$ cat src/rtl/key_action_shaper.sv
// Key action shaper: synchronizes raw key levels, derives move/rotate requests with
// DAS/ARR auto-repeat and emits at most one registered action pulse per cycle.
module key_action_shaper #(
   parameter int unsigned DAS_CYC  = 4000000,
   parameter int unsigned ARR_CYC  = 1250000,
   parameter int unsigned DOWN_CYC = 1250000,
   parameter int unsigned CNT_W    = 24
) (
   input  logic clk,
   input  logic rst,
   input  logic en,
   input  logic k_left,
   input  logic k_right,
   input  logic k_down,
   input  logic k_spin,
   input  logic k_drop,
   input  logic k_hold,
   output logic a_left,
   output logic a_right,
   output logic a_down,
   output logic a_spin,
   output logic a_drop,
   output logic a_hold,
   output logic pend
);

   typedef enum logic [1:0] {StIdle, StDelay, StRepeat} lr_st_e;

   localparam logic [CNT_W-1:0] DAS_LAST  = CNT_W'(DAS_CYC - 1);
   localparam logic [CNT_W-1:0] ARR_LAST  = CNT_W'(ARR_CYC - 1);
   localparam logic [CNT_W-1:0] DOWN_LAST = CNT_W'(DOWN_CYC - 1);
   localparam logic [CNT_W-1:0] CNT_ONE   = CNT_W'(1);

   // Bit order is also the priority order: index 0 (drop) wins.
   logic [5:0] k_raw, sync_q, s_q, g, g_prev_q;
   logic [5:0] req, avail, pick, pnd_q, act_q;
   logic [2:0] edge_req_q;
   logic [1:0] g_lr, lr_req_q;
   logic       lr_block, dn_req_q, pend_q;
   lr_st_e     lr_st_q [2];
   logic [CNT_W-1:0] lr_cnt_q [2];
   logic [CNT_W-1:0] dn_cnt_q;

   assign k_raw    = {k_down, k_right, k_left, k_spin, k_hold, k_drop};
   assign g        = s_q & {6{en}};
   assign g_lr     = g[4:3];
   assign lr_block = g[3] & g[4];

   always_ff @(posedge clk) begin
      if (rst) begin
         sync_q     <= '0;
         s_q        <= '0;
         g_prev_q   <= '0;
         edge_req_q <= '0;
      end else begin
         sync_q     <= k_raw;
         s_q        <= sync_q;
         g_prev_q   <= g;
         edge_req_q <= g[2:0] & ~g_prev_q[2:0];
      end
   end

   // Left/right DAS-ARR machines; opposing keys held together park both in idle.
   always_ff @(posedge clk) begin
      for (int i = 0; i < 2; i++) begin
         lr_req_q[i] <= 1'b0;
         if (rst || !g_lr[i] || lr_block) begin
            lr_st_q[i]  <= StIdle;
            lr_cnt_q[i] <= '0;
         end else begin
            case (lr_st_q[i])
               StIdle: begin
                  lr_req_q[i] <= 1'b1;
                  lr_cnt_q[i] <= '0;
                  lr_st_q[i]  <= StDelay;
               end
               StDelay: begin
                  if (lr_cnt_q[i] == DAS_LAST) begin
                     lr_req_q[i] <= 1'b1;
                     lr_cnt_q[i] <= '0;
                     lr_st_q[i]  <= StRepeat;
                  end else begin
                     lr_cnt_q[i] <= lr_cnt_q[i] + CNT_ONE;
                  end
               end
               StRepeat: begin
                  if (lr_cnt_q[i] == ARR_LAST) begin
                     lr_req_q[i] <= 1'b1;
                     lr_cnt_q[i] <= '0;
                  end else begin
                     lr_cnt_q[i] <= lr_cnt_q[i] + CNT_ONE;
                  end
               end
               default: begin
                  lr_st_q[i]  <= StIdle;
                  lr_cnt_q[i] <= '0;
               end
            endcase
         end
      end
   end

   always_ff @(posedge clk) begin
      if (rst || !g[5]) begin
         dn_cnt_q <= '0;
         dn_req_q <= 1'b0;
      end else if (!g_prev_q[5] || dn_cnt_q == DOWN_LAST) begin
         dn_cnt_q <= '0;
         dn_req_q <= 1'b1;
      end else begin
         dn_cnt_q <= dn_cnt_q + CNT_ONE;
         dn_req_q <= 1'b0;
      end
   end

   // Requests merge into pending bits; the lowest set bit is emitted.
   assign req   = {dn_req_q, lr_req_q, edge_req_q};
   assign avail = pnd_q | req;
   assign pick  = avail & (~avail + 6'd1);

   always_ff @(posedge clk) begin
      if (rst || !en) begin
         pnd_q  <= '0;
         act_q  <= '0;
         pend_q <= 1'b0;
      end else begin
         pnd_q  <= avail & ~pick;
         act_q  <= pick;
         pend_q <= |(avail & ~pick);
      end
   end

   assign a_drop  = act_q[0];
   assign a_hold  = act_q[1];
   assign a_spin  = act_q[2];
   assign a_left  = act_q[3];
   assign a_right = act_q[4];
   assign a_down  = act_q[5];
   assign pend    = pend_q;

endmodule

$ cat config.mk
export PLATFORM = sky130hd
export DESIGN_NAME = key_action_shaper
export DESIGN_NICKNAME = d
export VERILOG_FILES = /design/src/rtl/key_action_shaper.sv
export SDC_FILE = /design/constraint.sdc
export NUM_CORES = 1
export LEC_CHECK = 0
export CAP_MARGIN = 20
export CELL_PAD_IN_SITES_DETAIL_PLACEMENT = 0
export CELL_PAD_IN_SITES_GLOBAL_PLACEMENT = 2
export CORE_ASPECT_RATIO = 1.4
export CORE_MARGIN = 2
export CORE_UTILIZATION = 30
export DETAILED_ROUTE_END_ITERATION = 10
export GPL_ROUTABILITY_DRIVEN = 0
export GPL_TIMING_DRIVEN = 1
export MAX_ROUTING_LAYER = met4
export PLACE_DENSITY_LB_ADDON = 0.1
export SKIP_CTS_REPAIR_TIMING = 1
export SYNTH_ARGS = -nofsm -noshare
export SYNTH_HDL_FRONTEND = slang
export SYNTH_SLANG_ARGS = --single-unit
$ cat constraint.sdc
create_clock -name clk -period 2.35 [get_ports clk]
set_clock_uncertainty 0.05 [all_clocks]
set_input_delay 0.47 -clock clk [delete_from_list [all_inputs] [get_ports clk]]
set_output_delay 0.47 -clock clk [all_outputs]
set_load 0.02 [all_outputs]
==> summary.txt, run 1 <==
CTS tree: done
Final ANT Viol Nets: 0
Synth cell types: 54
Slew @ Worst Pin: 643 ps
I/O pin cnt: 16
Post-Route WL: 12200 microns
area share of the largest cell type after synthesis: 29.5%
global route overflow: 0
Synth Warn #: 0
placed instance area: 6130 sq um
vias in the first global route: 4179
row cnt: 57
Final Cycle Share: 95.4%
H-tree depth: 3
Post-synth EDFFs: 52
DP HPWL: 8770 microns
Tot GR Track Use: 14.5%
CTS Buffer Depth: 2
Startpoint Class: flip-flop
placed cells: 830
area of the core: 17300 sq um
area grow syn2layout: 22.5%
crit-path max cell delay: 610 ps
Leak: 2.06 nW
CTS Buf Count: 9
CP top delay family: simple AND/OR/NAND/NOR gates
final std cell area, no fill: 6490 sq um
syn_area_per_cell: 10.2 sq um
crit path DAT: 2370 ps
Via Count: 4114
initial antenna violation count: 0
Die X: 116 microns
Initial Util: 30.6%
crit path cell chain: ha_2 -> nand3_1 -> or4_4 -> or3_1 -> a221oi_1
die height: 161 microns
drt first pass iters: 4
PD cells: 595 nW/um^2
endpoints failing setup: 0
Buffers & Inverters on Critical Path: 0
max-slew violations: 0
Post-synth ARST share: 0%
Synth Flop Type: dfxtp_1
Clock Tree Root: clkbuf_16
Synth Cell Area: 5300 sq um
Rel. slew slack: 56.8%
VDD IR max: 0.000284 V
Worst Setup End Kind: flip-flop
synth top area cells: edfxtp_1, dfxtp_1, xnor2_1, or3_1, nand4_1
clk sinks: 110
Worst Path Max Fanout: 8
initial drt markers: 205
status: completed
global-route wire length before repair: 20800 microns
Seq cells post-synth: 110
Crit Path Class: flip-flop to flip-flop
IO buf count: 15
layout cells sized above 1: 11.1%
minimum clock period: 2240 ps
worst hold slack: 330 ps
largest net degree at the start of global routing: 29
fin nets: 617
# diodes: 0
vias per inst: 4.86
Layout Cells excl Fill: 846
Hold Path Class: flip-flop to flip-flop
Die ar.: 18800 sq um
fillers: 1789
fmax: 0.446 GHz
CP max stage cell: or4_4
# Max-Cap Violations: 0
DR DRC count: 0
setup_tns: 0 ps
Gate Count Post-Synth: 520
CP required: 2480 ps
sequential fraction of the synthesis area: 51.4%
clk slew on worst S/H paths: 90 ps
final-report hold violation count: 0
Final Total Pwr: 0.00386 W
most area-hungry cell type in the Yosys netlist: edfxtp_1
Worst-Skew Late Latency: 370 ps
DR WL/cell: 14.5 microns
per-layer routing:
metal / up-vias / part of all wire, % / track usage (%)
met3: 13 / 1.8 / 2.36
li1: 2099 / - / -
met2: 36 / 51 / 24.6
met1: 1966 / 45 / 16.9
met5: - / 0 / -
met4: 0 / 2.1 / 5.84
cells in the final DEF, fill, tap and decap left out, types with 7 or more instances in the layout:
cell type / n
conb_1: 48
nor2_1: 26
a21oi_1: 24
or3_1: 29
xor2_1: 11
clkdlybuf4s50_1: 15
xnor2_1: 26
o21ai_0: 28
a22oi_1: 11
dfxtp_1: 58
clkbuf_16: 9
nor3_1: 20
nand3_1: 24
edfxtp_1: 52
and2_1: 7
inv_1: 14
nand2_1: 21
buf_4: 31
nor4_1: 9
a211oi_1: 16
nor2b_1: 21
nand4_1: 25
or4_1: 9
power by group:
group	internal, W	switching [W]	total [W]	leakage (nW)
clock network	0.000786	0.000855	0.00164	0.157
registers	0.00204	0.0000396	0.00208	1.01
logic	0.0000642	0.0000731	0.000137	0.890
total	0.00289	0.000968	0.00386	2.06
worst paths after layout:
| path | slack, ps | depth (start not counted) | to | startpoint |
|---|---|---|---|---|
| worst max-delay path | 110 | 5 | lr_cnt_q[0][22] | lr_cnt_q[0][0] |
| worst min-delay path | 330 | 1 | edge_req_q[1] | g_prev_q[1] |
| worst max register to register | 110 | 5 | lr_cnt_q[0][22] | lr_cnt_q[0][0] |
| worst min register to register | 330 | 1 | edge_req_q[1] | g_prev_q[1] |
metrics by stage:
stage          worst slack, ps  util [%]
2_1_floorplan             57.8         -
3_3_place_gp              -140      35.3
3_5_place_dp              -119      35.3
4_1_cts                   -138      37.2
5_1_grt                  -4.39      37.5
6_report                   107      37.5
logic make-up (layout without fill, tap and decap cells):
logic type / count (synthesis) / count (layout) / share of synthesized area (%)
simple gates: 229 / 229 / 25.8
flops: 110 / 110 / 51.4
fa+ha+maj: 4 / 4 / 0.898
buf+inv: 37 / 80 / 2.86
compound gates: 102 / 102 / 12.9
xor+xnor: 37 / 37 / 6.12
other cells: 1 / 48 / 0.0708
registers in the layout (all words and copies together) (netlist names), 2 cells and up:
signal      count
s_q             6
act_q           6
lr_cnt_q       48
pnd_q           5
sync_q          6
lr_req_q        2
g_prev_q        4
lr_st_q         4
dn_cnt_q       24
edge_req_q      3
synthesized netlist by cell type (all sizes together) (7+ instances only):
library cell and count:
nand3 24, a211oi 16, dfxtp 58, inv 14, nand2 21, or4 12
and2 7, xor2 11, xnor2 26, a221oi 9, a21oi 24, nor2 26
nand4 27, or3 29, clkbuf 17, nor3 20, nor4 9, o21ai 29
edfxtp 52, nor2b 21, a22oi 11
final cells by class:
class / instances / area [sq um] / share of cell area, %
sequential: 110 / 2720 / 41.9
clock inverter: 7 / 98.8 / 1.52
tap: 236 / 295 / 4.55
inverter: 14 / 52.6 / 0.810
clock buffer: 9 / 225 / 3.47
timing repair buffer: 50 / 454 / 7.00
multi-input combinational: 420 / 2640 / 40.7
Note: power is estimated with default switching activity, not from simulation.
==> run 2: changes to the inputs <==
Settings changed: DONT_BUFFER_PORTS set to 1, RECOVER_POWER set to 50.
==> run 2 against run 1 <==
  * Worst setup slack better by 28 ps
  * Flip-flop and latch count stayed put
  * Cell area is 3.3% lower
  * Worst hold slack worse by 220 ps
  * Non-clock buffer count is 18 lower
  * First-iteration DRC count is 15% higher
  * Clock power is 2% lower
  * Via count is 0.56% lower
  * Critical path depth stayed put
  * Cell count is 2.0% lower
  * Utilization is 1.2 points lower
  * Routed wire length is 0.63% lower
  * Critical path type unchanged
  * Largest cell class unchanged
  * Highest routed layer unchanged
==> summary.txt, run 2 (synthesis results as in run 1) <==
H-tree depth: 3
final-report hold violation count: 0
endpoints failing setup: 0
DP HPWL: 8640 microns
minimum clock period: 2210 ps
power share of the combinational group: 3.0%
IO buf count: 0
die height: 161 microns
row cnt: 57
global-route wire length before repair: 21000 microns
global route overflow: 0
Startpoint Class: flip-flop
Worst R2R Path Depth: 5
initial drt markers: 235
drt first pass iters: 4
Worst Setup End Kind: flip-flop
fin nets: 599
DR WL/cell: 14.7 microns
vias per inst: 4.93
Hold Crit Start: rst
layout cells sized above 1: 10.1%
fmax: 0.452 GHz
max-slew violations: 0
clk slew on worst S/H paths: 90 ps
Initial Util: 30.6%
vias in the first global route: 4180
Final Total Pwr: 0.00379 W
register-to-register setup slack: 140 ps
largest net degree at the start of global routing: 29
Die X: 116 microns
Worst Path Max Fanout: 6
Largest Register: lr_cnt_q
P_sw: 0.000929 W
Leak: 1.97 nW
final setup margin: 135 ps
fillers: 1743
Largest regs: lr_cnt_q x48, dn_cnt_q x24
PD cells: 604 nW/um^2
CP required: 2550 ps
I/O pin cnt: 16
most common cell after layout, fill and taps aside: dfxtp_1
area of the core: 17300 sq um
clk sinks: 110
Tot GR Track Use: 14.6%
Via Count: 4091
Clock Tree Root: clkbuf_16
crit path DAT: 2410 ps
number of flip-flops in the largest register: 48
area grow syn2layout: 18.4%
CTS tree: done
CTS Buf Count: 9
Final Cycle Share: 94.2%
Final ANT Viol Nets: 0
CTS Buffer Depth: 2
status: completed
commonest cells after routing, fill and taps aside: dfxtp_1, edfxtp_1, conb_1
Post-Route WL: 12200 microns
Slew @ Worst Pin: 647 ps
Hold Path Class: primary input to flip-flop
Clk pwr share: 42.1%
Rel. slew slack: 56.5%
Worst Setup SP: dn_cnt_q[15]
r2r endpoint: dn_cnt_q[7]
VDD IR max: 0.000299 V
share of power burned in registers: 54.9%
Switching Fraction: 24.5%
# Max-Cap Violations: 0
Worst-Skew Late Latency: 360 ps
DP Worst Slack: -24.9 ps
crit path capture: dn_cnt_q[7]
unrepaired setup endpoints after global routing: false
Die ar.: 18800 sq um
Pint: 0.00286 W
Crit Path Class: flip-flop to flip-flop
initial antenna violation count: 1
RR Startpoint: dn_cnt_q[15]
DR DRC count: 0
==> run 2: area by class of cell <==
| cell class | instances | area (sq um) | area share (%) |
|---|---|---|---|
| clock buffer | 9 | 225 | 3.59 |
| clock inverter | 7 | 83.8 | 1.34 |
| multi-input combinational | 420 | 2630 | 41.9 |
| timing repair buffer | 32 | 263 | 4.19 |
| inverter | 14 | 52.6 | 0.837 |
| sequential | 110 | 2720 | 43.4 |
| tap | 236 | 295 | 4.71 |
| antenna | 1 | 2.50 | 0.0399 |
==> run 2: critical path, stage by stage (launching register included) <==
cell	delay, ps
dfxtp_1	370
or4_1	590
or4b_1	560
o211ai_2	250
clkbuf_1	200
nor2_1	70
==> run 2: metrics by stage <==
| stage | util (%) | std cells | hold slack [ps] | setup TNS (ps) | instance area (sq um) |
|---|---|---|---|---|---|
| after detailed placement | 34.3 | 811 | 327 | -24.9 | 5950 |
| after global placement | 34.3 | 811 | 322 | 0 | 5950 |
| after global routing | 36.2 | 829 | 94.1 | 0 | 6270 |
| final | 36.2 | 829 | 113 | 0 | 6270 |
| after floorplan | - | 567 | 317 | 0 | 5470 |
| after CTS | 36.1 | 827 | 97.4 | -33.4 | 6250 |
==> run 2: worst min path at each step <==
stage | end | slack, ps | depth (start not counted)
finish | s_q[4] | 110 | 1
global route | s_q[4] | 90 | 1
CTS | s_q[4] | 100 | 1
detailed placement | edge_req_q[1] | 330 | 1
global placement | edge_req_q[0] | 320 | 1
floorplan | edge_req_q[0] | 320 | 1
==> run 2: metal layers <==
| metal | vias up | part of all wire, % | track usage, % |
|---|---|---|---|
| met5 | - | 0 | - |
| met4 | 0 | 2.2 | 6.11 |
| met3 | 17 | 1.5 | 2.63 |
| met2 | 29 | 52 | 24.9 |
| met1 | 1972 | 44 | 16.6 |
| li1 | 2073 | - | - |
==> run 2: power by group through the flow <==
stage | clock [W] | sequential, W | combinational, W
finish | 0.00160 | 0.00208 | 0.000113
CTS | 0.00167 | 0.00208 | 0.000112
global route | 0.00174 | 0.00209 | 0.000129
detailed placement | 0 | 0.00213 | 0.000111
global placement | 0 | 0.00213 | 0.000112
floorplan | 0 | 0.00212 | 0.0000750
